## config.mk

```make
export PLATFORM = sky130hd
export DESIGN_NAME = mem_transfer_sequencer
export DESIGN_NICKNAME = d
export VERILOG_FILES = /design/src/rtl/mem_transfer_sequencer.sv
export SDC_FILE = /design/constraint.sdc
export NUM_CORES = 1
export LEC_CHECK = 0
export CAP_MARGIN = 20
export CORE_MARGIN = 5
export CORE_UTILIZATION = 45
export CTS_BUF_LIST = sky130_fd_sc_hd__clkbuf_16
export DETAILED_ROUTE_END_ITERATION = 10
export PLACE_DENSITY = 0.76
export RECOVER_POWER = 25
export SLEW_MARGIN = 20
export SYNTH_ARGS = -nofsm -noshare
export SYNTH_HDL_FRONTEND = slang
export SYNTH_SLANG_ARGS = --single-unit
```

## constraint.sdc

```tcl
create_clock -name clock -period 4.6 [get_ports clock]
set_clock_uncertainty 0.2 [all_clocks]
set_input_delay 0.69 -clock clock [delete_from_list [all_inputs] [get_ports clock]]
set_output_delay 0.69 -clock clock [all_outputs]
set_load 0.02 [all_outputs]
```

## src/rtl/mem_transfer_sequencer.sv

```systemverilog
// mem_transfer_sequencer: fills memory A from a stream, then copies A into B word by word
module mem_transfer_sequencer #(
    parameter int ADDR_W = 5
) (
    input  logic              clock,
    input  logic              reset,
    input  logic              start,
    input  logic [ADDR_W-1:0] len,
    input  logic              in_valid,
    input  logic              b_ready,
    output logic              weA,
    output logic              incA,
    output logic              weB,
    output logic              incB,
    output logic [ADDR_W-1:0] addrA,
    output logic [ADDR_W-1:0] addrB,
    output logic              busy,
    output logic              done
);
    typedef enum logic [2:0] {IDLE, FILL, REWIND, RD_A, WR_B, DONE} state_t;
    state_t state_q, state_d;
    logic [ADDR_W-1:0] addr_a_q, addr_a_d, addr_b_q, addr_b_d, cnt_q, cnt_d, len_q, len_d;
    logic last;
    assign last  = cnt_q == len_q - 1'b1;
    assign addrA = addr_a_q;
    assign addrB = addr_b_q;
    assign busy  = state_q != IDLE;
    // next-state, counters and combinational enables per phase
    always_comb begin
        state_d  = state_q;
        addr_a_d = addr_a_q;
        addr_b_d = addr_b_q;
        cnt_d    = cnt_q;
        len_d    = len_q;
        weA      = 1'b0;
        incA     = 1'b0;
        weB      = 1'b0;
        incB     = 1'b0;
        done     = 1'b0;
        case (state_q)
            IDLE: if (start) begin
                len_d    = len;
                cnt_d    = '0;
                addr_a_d = '0;
                addr_b_d = '0;
                state_d  = (len != '0) ? FILL : DONE;
            end
            FILL: begin
                weA  = in_valid;
                incA = in_valid;
                if (in_valid) begin
                    addr_a_d = addr_a_q + 1'b1;
                    cnt_d    = cnt_q + 1'b1;
                    state_d  = last ? REWIND : FILL;
                end
            end
            REWIND: begin
                addr_a_d = '0;
                cnt_d    = '0;
                state_d  = RD_A;
            end
            RD_A: state_d = WR_B;
            WR_B: begin
                weB = b_ready;
                if (b_ready) begin
                    incA     = 1'b1;
                    incB     = 1'b1;
                    addr_a_d = addr_a_q + 1'b1;
                    addr_b_d = addr_b_q + 1'b1;
                    cnt_d    = cnt_q + 1'b1;
                    state_d  = last ? DONE : RD_A;
                end
            end
            DONE: begin
                done    = 1'b1;
                state_d = IDLE;
            end
            default: state_d = IDLE;
        endcase
    end
    // state and datapath registers with synchronous active-low reset
    always_ff @(posedge clock) begin
        if (!reset) begin
            state_q  <= IDLE;
            addr_a_q <= '0;
            addr_b_q <= '0;
            cnt_q    <= '0;
            len_q    <= '0;
        end else begin
            state_q  <= state_d;
            addr_a_q <= addr_a_d;
            addr_b_q <= addr_b_d;
            cnt_q    <= cnt_d;
            len_q    <= len_d;
        end
    end
endmodule
```

==> run_results.csv <==
group,metric,value,unit
floorplan,start_util,46.6,%
routing,ant_nets,0,
floorplan,rows,19,
timing,grt_setup_unrepaired,"false",
setup_path,worstPathArrival,2070,ps
clocking,htree_levels,1,
routing,firstDrtPassIters,4,
finish,synthToLayoutAreaGrowth,25.6,%
setup_path,cp_common_cell,"clkdlybuf4s50_1",
clocking,cts_hold_buf,0,
pwr,ir_drop,0.233,mV
finish,n_antenna_cell,0,
min_path,holdCritStartpoint,"len_q[1]",
clocking,clock-sinks,23,
setup_path,start_kind,"input pin",
yosys,synth-seq-cells,23,
timing,setup_viol,0,
setup_path,worstReg2RegStart,"len_q[0]",
routing,remaining_drc_errors,0,
yosys,syn_area,1270,um2
yosys,syn_nets,164,
yosys,synth_adder_area_share,3.93,%
finish,design_area,1600,um2
setup_path,cp_top_family,"buffers and inverters",
pwr,p_per_area,294,nW/um2
yosys,ys_seq_area_share,36.1,%
setup_path,critical_path.max_stage_delay,610,ps
timing,slew_violations,0,
yosys,synth_top_family_by_area,"simple AND/OR/NAND/NOR gates",
floorplan,ioPinCount,26,
setup_path,crit_fanout,7,
routing,drt-total-wl,2.65,mm
timing,fin_ws,1640,ps
floorplan,fp.dieW,63.2,um
timing,fin_crit_sh,64.3,%
yosys,synth_most_common_cell,"dfxtp_1",
timing,fmax,338,MHz
yosys,yosys.area_share.simple,22.7,%
timing,slew_headroom,51.8,%
run_status,status,"completed",
pwr,p_leak,0.627,nW
run,cap_violations,0,
grt,grt_pass1_vias,1083,
clocking,clock-root-buffer,"clkbuf_16",
finish,drive_gt1_share,7.56,%
place,gp_congestion,0.772,
min_path,whs_path_depth,2,
place,place_hpwl,2.00,mm
yosys,yosysWarnings,0,
setup_path,critPathKind,"input pin to output pin",
timing,period_needed,2960,ps
place,place_area,1520,um2
setup_path,worst_r2r_endpoint,"state_q[1]",
clocking,clock_latency,250,ps
floorplan,coreArea,2730,um2
yosys,muxShareOfSynthArea,1.57,%
clocking,cts_buffers,3,
routing,num_vias,1103,
setup_path,reg2reg_slack,2490,ps
grt,grt_pass1_wl,4.69,mm
min_path,min_to,"len_q[1]",
yosys,synth_compound_area_share,18.4,%
finish,fillers,241,
yosys,synth-xor-area-share,11.7,%
finish,seqCellArea,460,um2
clocking,cts_resized,0,
min_path,hold_class,"flip-flop to flip-flop",
clocking,clk_pin_slew,60,ps
timing,finalSetupTns,0,ps
floorplan,die_h,63.2,um
setup_path,cp-end-kind,"output pin",
place,pre_cts_ws,1640,ps
yosys,async_flop_share,0,%
place,portBuffers,25,
clocking,clk_path_buf_depth,2,
routing,vias_per_cell,5.43,
yosys,ys_top_cells_by_area,"dfxtp_1 (36%), xor2_1 (8.9%), nor2_1 (6.2%)",
yosys,netlist_instances,150,
timing,worst_pin_slew,719,ps
pwr,finalPower,0.471,mW
yosys,syn_area_per_cell,8.49,um2
setup_path,path_buf_inv,3,
yosys,synth_top_area_share,36.1,%
clocking,cts_tree,"done",
yosys,synth_edf_count,0,
setup_path,critPathLaunch,"b_ready",
setup_path,required,3710,ps
yosys,synthFlopType,"dfxtp_1",
grt,grt-ovfl-total,0,
clocking,postCtsSetupBuffers,0,
setup_path,reg2regPathDepth,7,
grt,gr-usage-all-layers,14.1,%
timing,hold_violations,0,
grt,grt_max_degree,13,
routing,wl_per_cell,13.1,um
grt,antenna_found_initial,0,
yosys,synth_top_cell_by_area,"dfxtp_1",
yosys,synth_cell_types,43,
yosys,synth_common_cells,"dfxtp_1 (23), nor2_1 (21), nand2_1 (13), xor2_1 (13), inv_1 (7)",
floorplan,die_area,3990,um2
routing,drt_iter0_drc,27,
setup_path,crit_slowest_cell,"clkdlybuf4s50_1",
setup_path,path_cells,"clkdlybuf4s50_1 > nand2_1 > inv_2 > clkdlybuf4s50_1",
finish,nNetsFinal,187,
finish,multi_input_area,742,um2
## cells by family after synthesis
kind of cell    Yosys count
buf+inv                  15
flops                    23
compound gates           30
simple gates             59
mux                       2
xor+xnor                 17
fa+ha+maj                 4
## layout by cell type, fill, tap and decap left out, types with 2 or more instances in the layout
| cell | count |
|---|---|
| clkbuf_16 | 3 |
| o211ai_1 | 3 |
| nor3_1 | 3 |
| nand3_1 | 6 |
| inv_1 | 8 |
| o21ai_0 | 4 |
| mux2i_1 | 2 |
| nor4_1 | 2 |
| xnor2_1 | 4 |
| and4_2 | 2 |
| nor2b_1 | 2 |
| nand2_1 | 13 |
| a21boi_0 | 5 |
| nand4_1 | 2 |
| dfxtp_1 | 23 |
| ha_1 | 4 |
| nor2_1 | 21 |
| clkdlybuf4s50_1 | 24 |
| xor2_1 | 13 |
| and3_1 | 3 |
| a21oi_1 | 4 |
## layout make-up
class                   count  share of cell area, %
flip-flops and latches     23                   28.8
clock buffers               3                   4.69
well taps                  31                   2.42
multi-input cells         112                   46.4
inverters                   8                   1.88
clock inverters             1                  0.235
repair buffers             25                   15.6
## stage by stage
stage	hold slack [ps]	util (%)	instances
after floorplan	256	-	150
after global placement	271	55.7	199
after detailed placement	287	55.7	199
after CTS	304	58.5	203
after global routing	322	58.5	203
final	298	58.5	203
## worst register-to-register path, delay by kind of cell, from the launching register on
kind | cells | cell delay [ps]
adders and majority gates | 1 | 240
DFF | 1 | 390
and+or+nand+nor | 1 | 90
AOI/OAI and AO/OA | 3 | 860
buffers and inverters | 1 | 60
xor gates and xnor gates | 1 | 150
## sequential cells by signal, summed over array words and instances, names as in the netlist
signal,flops
addrA,5
addrB,5
cnt_q,5
len_q,5
state_q,3
## per-layer routing
layer / part of all wire [%] / vias to the layer above / routed length, um / track usage (%)
li1: - / 566 / - / -
met1: 45 / 522 / 1200 / 17.3
met2: 52 / 13 / 1370 / 24.5
met3: 1.7 / 2 / 46 / 1.78
met4: 1.3 / 0 / 34 / 6.23
met5: 0 / - / 0 / 0
## report_power, final
part           internal [mW]  switching (mW)  total, mW
sequential             0.206          0.0103      0.217
clock                  0.116          0.0645      0.180
combinational         0.0333          0.0404     0.0736
total                  0.355           0.115      0.471
## worst max path at each step
stage	to	slack [ps]	depth (start not counted)
after floorplan	weB	2560	5
after global placement	weB	1670	4
after detailed placement	incB	1640	4
after CTS	incB	1640	4
after global routing	weB	1570	4
final	incB	1640	4
No activity file was read; power rests on OpenSTA's default activity.
